<file path="config.mk">
export PLATFORM = sky130hd
export DESIGN_NAME = seg_demux
export DESIGN_NICKNAME = d
export VERILOG_FILES = /design/src/rtl/seg_pkg.sv /design/src/rtl/seg_next_sel.sv /design/src/rtl/seg_demux.sv
export SDC_FILE = /design/constraint.sdc
export NUM_CORES = 1
export LEC_CHECK = 0
export CAP_MARGIN = 20
export CORE_ASPECT_RATIO = 0.5
export CORE_MARGIN = 2
export CORE_UTILIZATION = 25
export CTS_BUF_LIST = sky130_fd_sc_hd__clkbuf_16
export DETAILED_ROUTE_END_ITERATION = 7
export PLACE_DENSITY = 0.47
export SLEW_MARGIN = 25
export SYNTH_ARGS = -nofsm -noshare
export SYNTH_HDL_FRONTEND = slang
export SYNTH_SLANG_ARGS = --single-unit
</file>
<file path="constraint.sdc">
create_clock -name clk -period 4.87 [get_ports clk]
set_input_delay 0.487 -clock clk [delete_from_list [all_inputs] [get_ports clk]]
set_output_delay 0.487 -clock clk [all_outputs]
set_load 0.01 [all_outputs]
</file>
<file path="src/rtl/seg_pkg.sv">
// Shared sequencing definitions for the four-segment ROM sequencer and its receiver.
// Latency: n/a (types, constants and a pure function only).
// Backpressure: n/a.
package seg_pkg;

    // Segment index: four segments, 2 bits.
    typedef logic [1:0] seg_idx_t;

    // Receiver sequencing state.
    typedef enum logic {
        ST_IDLE = 1'b0,
        ST_RUN  = 1'b1
    } state_t;

    // Segment lengths in bytes. Both ends of the link must use the same table.
    localparam int SEG_LEN0 = 132;
    localparam int SEG_LEN1 = 121;
    localparam int SEG_LEN2 = 88;
    localparam int SEG_LEN3 = 55;

    // First set bit of mask, scanning circularly from cur+1. The scan covers
    // four positions, the last being cur itself, so a single enabled channel
    // selects itself again. With an empty mask cur is returned unchanged.
    function automatic seg_idx_t next_seg(input seg_idx_t cur, input logic [3:0] mask);
        seg_idx_t res;
        seg_idx_t cand;
        logic     hit;
        res = cur;
        hit = 1'b0;
        for (int i = 1; i <= 4; i++) begin
            cand = cur + seg_idx_t'(i);
            if (!hit && mask[cand]) begin
                res = cand;
                hit = 1'b1;
            end
        end
        return res;
    endfunction

endpackage

</file>
<file path="src/rtl/seg_next_sel.sv">
// Combinational next-segment pick: rotate the channel mask past cur and take the first set bit.
// Latency: purely combinational, zero cycles.
// Backpressure: none; output follows the inputs.
//
// Ports:
//   cur  - segment currently active
//   mask - channel enable mask, bit n = segment n present
//   nxt  - next segment to run (cur when mask is empty)
module seg_next_sel
    import seg_pkg::*;
(
    input  seg_idx_t   cur,
    input  logic [3:0] mask,
    output seg_idx_t   nxt
);

    always_comb begin
        nxt = next_seg(cur, mask);
    end

endmodule

</file>
<file path="src/rtl/seg_demux.sv">
// Receive-side segment demultiplexer: tracks segment/address of the sequenced byte stream and steers bytes to four capture RAMs.
// Latency: every accepted byte produces its RAM write exactly one cycle later; seg_done/frame_done line up with the last write.
// Backpressure: none; the source paces the stream with in_valid and every valid byte is consumed.
//
// Ports:
//   clk, rst              - clock and synchronous active-high reset
//   enable                - run when high; low drops to IDLE and resynchronises
//   ch_en                 - channel enable mask, sampled in IDLE and at segment boundaries
//   in_valid, in_data     - incoming stream byte
//   wr_en, wr_addr, wr_data - one-hot capture RAM write port
//   seg_idx               - segment currently being received
//   seg_done, frame_done  - one-cycle completion pulses
module seg_demux
    import seg_pkg::*;
#(
    parameter int DW   = 8,
    parameter int AW   = 8,
    parameter int LEN0 = SEG_LEN0,
    parameter int LEN1 = SEG_LEN1,
    parameter int LEN2 = SEG_LEN2,
    parameter int LEN3 = SEG_LEN3
) (
    input  logic          clk,
    input  logic          rst,
    input  logic          enable,
    input  logic [3:0]    ch_en,
    input  logic          in_valid,
    input  logic [DW-1:0] in_data,
    output logic [3:0]    wr_en,
    output logic [AW-1:0] wr_addr,
    output logic [DW-1:0] wr_data,
    output logic [1:0]    seg_idx,
    output logic          seg_done,
    output logic          frame_done
);

    // Last in-segment address of each segment, as an AW-bit constant.
    function automatic logic [AW-1:0] last_addr(input seg_idx_t s);
        logic [AW-1:0] res;
        case (s)
            2'd0:    res = AW'(LEN0 - 1);
            2'd1:    res = AW'(LEN1 - 1);
            2'd2:    res = AW'(LEN2 - 1);
            default: res = AW'(LEN3 - 1);
        endcase
        return res;
    endfunction

    state_t        state_q,      state_d;
    logic [AW-1:0] count_q,      count_d;
    logic [3:0]    mask_q,       mask_d;
    seg_idx_t      seg_q,        seg_d;
    logic [3:0]    wr_en_q,      wr_en_d;
    logic [AW-1:0] wr_addr_q,    wr_addr_d;
    logic [DW-1:0] wr_data_q,    wr_data_d;
    logic          seg_done_q,   seg_done_d;
    logic          frame_done_q, frame_done_d;

    seg_idx_t      first_seg;
    seg_idx_t      bnd_seg;

    // Lowest set bit of ch_en: a circular scan starting after segment 3
    // begins at segment 0.
    seg_next_sel u_first_sel (
        .cur  (2'd3),
        .mask (ch_en),
        .nxt  (first_seg)
    );

    // Segment that follows the current one at a boundary.
    seg_next_sel u_bnd_sel (
        .cur  (seg_q),
        .mask (ch_en),
        .nxt  (bnd_seg)
    );

    always_comb begin
        state_d      = state_q;
        count_d      = count_q;
        mask_d       = mask_q;
        seg_d        = seg_q;
        wr_en_d      = 4'b0000;
        wr_addr_d    = wr_addr_q;
        wr_data_d    = wr_data_q;
        seg_done_d   = 1'b0;
        frame_done_d = 1'b0;

        if (!enable) begin
            // Dropping enable abandons any partial segment silently; the
            // next run starts from the lowest enabled channel at address 0.
            state_d = ST_IDLE;
            count_d = '0;
            mask_d  = ch_en;
            seg_d   = (|ch_en) ? first_seg : 2'd0;
        end else if (state_q == ST_IDLE) begin
            // First enabled cycle only arms the receiver; seg_idx is kept.
            state_d = ST_RUN;
        end else if (in_valid) begin
            wr_data_d = in_data;
            wr_addr_d = count_q;
            // Disabled segments are still counted so the receiver stays in
            // step with the transmitter, but their (zero) bytes are dropped.
            if (mask_q[seg_q]) begin
                wr_en_d = 4'b0001 << seg_q;
            end
            if (count_q == last_addr(seg_q)) begin
                count_d      = '0;
                mask_d       = ch_en;
                seg_d        = bnd_seg;
                seg_done_d   = 1'b1;
                frame_done_d = (bnd_seg <= seg_q);
            end else begin
                count_d = count_q + 1'b1;
            end
        end
    end

    always_ff @(posedge clk) begin
        if (rst) begin
            state_q      <= ST_IDLE;
            count_q      <= '0;
            mask_q       <= 4'b0000;
            seg_q        <= 2'd0;
            wr_en_q      <= 4'b0000;
            wr_addr_q    <= '0;
            wr_data_q    <= '0;
            seg_done_q   <= 1'b0;
            frame_done_q <= 1'b0;
        end else begin
            state_q      <= state_d;
            count_q      <= count_d;
            mask_q       <= mask_d;
            seg_q        <= seg_d;
            wr_en_q      <= wr_en_d;
            wr_addr_q    <= wr_addr_d;
            wr_data_q    <= wr_data_d;
            seg_done_q   <= seg_done_d;
            frame_done_q <= frame_done_d;
        end
    end

    assign wr_en      = wr_en_q;
    assign wr_addr    = wr_addr_q;
    assign wr_data    = wr_data_q;
    assign seg_idx    = seg_q;
    assign seg_done   = seg_done_q;
    assign frame_done = frame_done_q;

endmodule

</file>
---- Word level (Yosys, flattened, before mapping) ----
Cells that the tools add are included.
cells by class
  order comparisons ....................... 5
  multiplexer cells ....................... 40
  reduce and logical (&&, ||, !) cells .... 21
  shift-type cells ........................ 1
  bitwise operators ....................... 5
  equality and inequality tests ........... 6
  $add $sub $neg .......................... 4
operators by type and width
  cell                                                        count
  two-way mux 8 bit                                           4
  two-way mux 2 bit                                           13
  one-hot mux 8 bit (3 select lines)                          1
  two-way mux 4 bit                                           4
  two-way mux 1 bit                                           13
  less-than comparator 2 x 3 -> 1 bit, second input constant  4
  binary-select mux 1 bit (select 2 bit)                      5
  OR reduction 5 bit                                          2
  adder 8 x 1 -> 8 bit, second input constant                 1
  equality test 8 bit                                         1
  OR reduction 4 bit                                          2
  logical AND 1 bit                                           6
  zero test 1 bit                                             6
  != test 2 x 1 -> 1 bit, second input constant               3
  AND reduction 3 bit                                         2
  inverter 1 bit                                              5
  adder 2 bit, second input constant                          2
  left shift 1 x 2 -> 4 bit, first input constant             1
  adder 2 x 1 -> 2 bit, second input constant                 1
  equality test 2 x 1 -> 1 bit, second input constant         1
  equality test 2 bit, second input constant                  1
  <= comparator 2 bit                                         1
  zero test 2 bit                                             1
  AND reduction 2 bit                                         1
  OR reduction 2 bit                                          1
word-level totals
  register bits ........................... 37
  logic and storage cells ................. 91

---- Longest topological paths before layout ----
  depth in word-level cells ............... 17
  gate-level depth with buffers ........... 11
  gate-level depth less buffers ........... 11

---- Hierarchy ----
From an unflattened synthesis, not the netlist that was laid out.
second synthesis, totals
  cells, all modules ...................... 209
  area, all modules ....................... 1783.0 µm²
by module, submodules not included
  module        instances  cells an instance  area an instance (µm²)  seq. area each (µm²)
  seg_demux     1          189                1632.8                  740.7
  seg_next_sel  2          10                 75.1                    0.0

---- Least setup slack after synthesis ----
No wires, ideal clock.
  path kind ............................... reg-to-reg
  start ................................... register seg_q[0] (netlist: seg_idx[0])
  end ..................................... register frame_done_q (netlist: frame_done)
  stages on the path, launching flop included .. 10
  path slack .............................. 2326 ps
  arrival ................................. 2429 ps
  data required time ...................... 4755 ps
  library setup time ...................... 115 ps
  period minus slack after synthesis ...... 2544 ps
  cell sequence ........................... dfxtp_1 inv_1 ha_1 mux4_2 nor2b_2 nor2_2 xnor2_1 ha_1 a21oi_1 nor2b_1
on the way
  cells in the longest elaborated chain, start to end .. 14
  elaborated cells on any way between the ends .. 35
  classes of those cells .................. add/sub (3); order compare (1); eq/ne (3); mux (19); bitwise (1); reduce/logical (8)
RTL lines
  element                                  line              text
  from (decl)                              seg_demux.sv:52   seg_idx_t seg_q, seg_d;
  from (signal assigned)                   seg_demux.sv:133  seg_q <= seg_d;
  adder 2 x 1 -> 2 bit                     seg_pkg.sv:31     cand = cur + seg_idx_t'(i);
  binary-select mux 1 bit (select 2 bit)   seg_pkg.sv:32     if (!hit && mask[cand]) begin
  two-way mux 1 bit (implied by the code)  seg_pkg.sv:32
  two-way mux 1 bit                        seg_pkg.sv:32
  zero test 1 bit                          seg_pkg.sv:32
  logical AND 1 bit                        seg_pkg.sv:32
  two-way mux 1 bit                        seg_pkg.sv:32
  zero test 1 bit                          seg_pkg.sv:32
  logical AND 1 bit                        seg_pkg.sv:32
  two-way mux 1 bit                        seg_pkg.sv:32
  zero test 1 bit                          seg_pkg.sv:32
  logical AND 1 bit                        seg_pkg.sv:32
  two-way mux 2 bit                        seg_pkg.sv:32
  <= comparator 2 bit                      seg_demux.sv:111  frame_done_d = (bnd_seg <= seg_q);
  to (signal assigned)                     seg_demux.sv:138  frame_done_q <= frame_done_d;
  to (decl)                                seg_demux.sv:57   logic frame_done_q, frame_done_d;
Several ways; a longest one is shown, not always the timed one. The select of a mux whose other input is x is not followed.
A chain may end at the register's enable or synchronous reset.

---- Worst setup path in the final report ----
Same ends and word-level chain as after synthesis.

==> qor.yml <==
status: "finished, final reports clean"
period_share: 0.6232
hold_viol_final: 0
setup_violations: 0
clock_latency_ns: 0.28
cellPowerDensity_nw_per_um2: 310.1
synthCells: 205
synthMuxAreaShare: 0.08828
fin_util: 0.3556
synth-adder-area-share: 0.05517
required_ns: 5.09
yosysSeqAreaShare: 0.4083
timing.max_slew.rel_slack: 0.5330
start_util: 0.2646
dieArea_um2: 7996
viasPerCell: 4.575
instances_no_fill: 334
h-tree-depth: 2
fmaxAchievable_mhz: 329.5
cts_setup_buffers: 0
grt_max_degree: 24
first_global_vias: 1451
fp-row-count: 21
fin_nets: 265
synth_top_family_by_area: "simple AND/OR/NAND/NOR gates"
critical_path_class: "reg2reg"
postRouteWirelength_mm: 4.292
whs_ns: 0.4509
vdd_ir_drop_max_uv: 110.1
ant_nets: 0
async_flop_share: 0
fin_ws_ns: 1.835
io_pins: 40
cts_buffers: 5
die_h_um: 64.24
gp_congestion: 0.7988
syn_nets: 229
synth_edf_count: 0
maxCapViolCount: 0
rsz0062_at_grt: "no"
routedWlPerCell_um: 12.85
clk_pin_slew_ns: 0.06
drc: 0
final_max_slew_viol_count: 0
grt_pass1_wl_mm: 7.169
drt_pass1_iterations: 4
hold_path_class: "reg2reg"
crit_arrival_ns: 3.25
vias: 1528
synth_compound_area_frac: 0.1241
cp-end-kind: "flip-flop"
cts_max_path_buffers: 2
worst_pin_slew_ns: 0.6996
p_leak_nw: 0.8711
tns_ns: 0
post-place-ws_ns: 1.814
dpl.cell_count: 326
fin_worst_skew_ns: 0.003899
synth-xor-area-share: 0.05310
port-buffer-count: 39
synth.avg_cell_area_um2: 8.850
fp.dieW_um: 124.5
final_layout_size_suffix_gt1_frac: 0.07851
grt_overflow: 0
core_area_um2: 6858
synth-seq-cells: 37
synth_cell_type_count: 36
synth-simple-area-share: 0.2262
ys.flop_type: "dfxtp_1"
cts_hold_buf: 0
cp_max_fo: 19
cts_root_buf: "clkbuf_16"
cts_tree: "yes"
gr-usage-all-layers: 0.1117
antenna_found_initial: 0
cp-start-kind: "flip-flop"
drt_iter0_markers: 62
synth_area_um2: 1814
cts-resized-gates: 0
diodes: 0
yosys_warnings: 0
finalWorstPathRequiredPeriod_ns: 3.035
clock-sinks: 37
dp_hpwl_mm: 3.109
synthToLayoutAreaGrowth_pct: 34.41
-- cell type report --
type | count | area (um2)
tap | 92 | 115.1
inverter | 7 | 26.28
clock inverter | 3 | 41.29
fill | 718 | 4419
multi-input combinational | 150 | 992.2
sequential | 37 | 740.7
timing repair buffer | 40 | 397.9
clock buffer | 5 | 125.1
-- cell usage in the layout (no fill, tap or decap), types with 7 or more instances in the layout --
master | Yosys | routed
ha_1 | 8 | 8
a21oi_1 | 22 | 22
mux2i_1 | 7 | 7
nor2_1 | 14 | 14
inv_1 | 7 | 7
xor2_1 | 7 | 7
dfxtp_1 | 37 | 37
clkdlybuf4s50_1 | 0 | 39
nand2_1 | 35 | 35
-- where the power goes --
part	internal (mW)	switching (mW)	total (mW)
logic	0.0408	0.0414	0.0822
registers	0.308	0.00649	0.314
clock network	0.239	0.120	0.360
-- metrics by stage --
stage,power [mW],instance area (um2)
2_1_floorplan,0.3733,1814
3_3_place_gp,0.4027,2272
3_5_place_dp,0.4037,2272
4_1_cts,0.7683,2439
5_1_grt,0.7954,2439
6_report,0.7563,2439
-- layer usage --
layer,vias up,part of all wire,track usage
li1,779,-,-
met1,715,0.51,0.1452
met2,30,0.44,0.1749
met3,4,0.041,0.03518
met4,0,0.0093,0.04073
met5,-,0,0
-- Yosys cell counts, types with 5 or more instances --
| library cell | n | area share |
|---|---|---|
| and3_1 | 5 | 0.017 |
| mux2i_1 | 7 | 0.039 |
| dfxtp_1 | 37 | 0.41 |
| ha_1 | 8 | 0.055 |
| inv_1 | 7 | 0.014 |
| clkbuf_1 | 5 | 0.010 |
| xor2_1 | 7 | 0.034 |
| buf_2 | 5 | 0.014 |
| nand2_1 | 35 | 0.072 |
| a21oi_1 | 22 | 0.061 |
| nor2_1 | 14 | 0.029 |
-- critical path, stage by stage (launching register included) --
cell and delay (ns):
dfxtp_1 0.77, inv_1 0.26, ha_1 0.48, mux4_2 0.56
nor2b_2 0.19, nor2_2 0.09, xnor2_1 0.14, ha_1 0.17
inv_1 0.04, a21oi_1 0.13, a21oi_1 0.05, nor2b_1 0.09
-- flip-flops by register name (all words and copies together) (netlist names) --
signal	cells
count_q	8
frame_done	1
mask_q	4
seg_done	1
seg_idx	2
state_q	1
wr_addr	8
wr_data	8
wr_en	4
-- cell families (layout without fill, tap and decap cells) --
logic type	Yosys count	in the layout
AND/OR/NAND/NOR	83	83
buffers and inverters	18	55
AO/OA/AOI/OAI	37	37
adder cells (fa/ha/maj)	8	8
XOR/XNOR	11	11
flip-flops	37	37
multiplexers	11	11
-- final timing paths --
path	slack, ns	from	endpoint	cells after the start
max reg2reg	1.84	seg_idx[0]$_SDFFE_PP0P_	frame_done$_SDFF_PP0_	11
min	0.45	mask_q[3]$_SDFFE_PP0P_	wr_en[3]$_SDFF_PP0_	2
max	1.84	seg_idx[0]$_SDFFE_PP0P_	frame_done$_SDFF_PP0_	11
min reg2reg	0.45	mask_q[3]$_SDFFE_PP0P_	wr_en[3]$_SDFF_PP0_	2
Power figures use the tool's default switching activity.
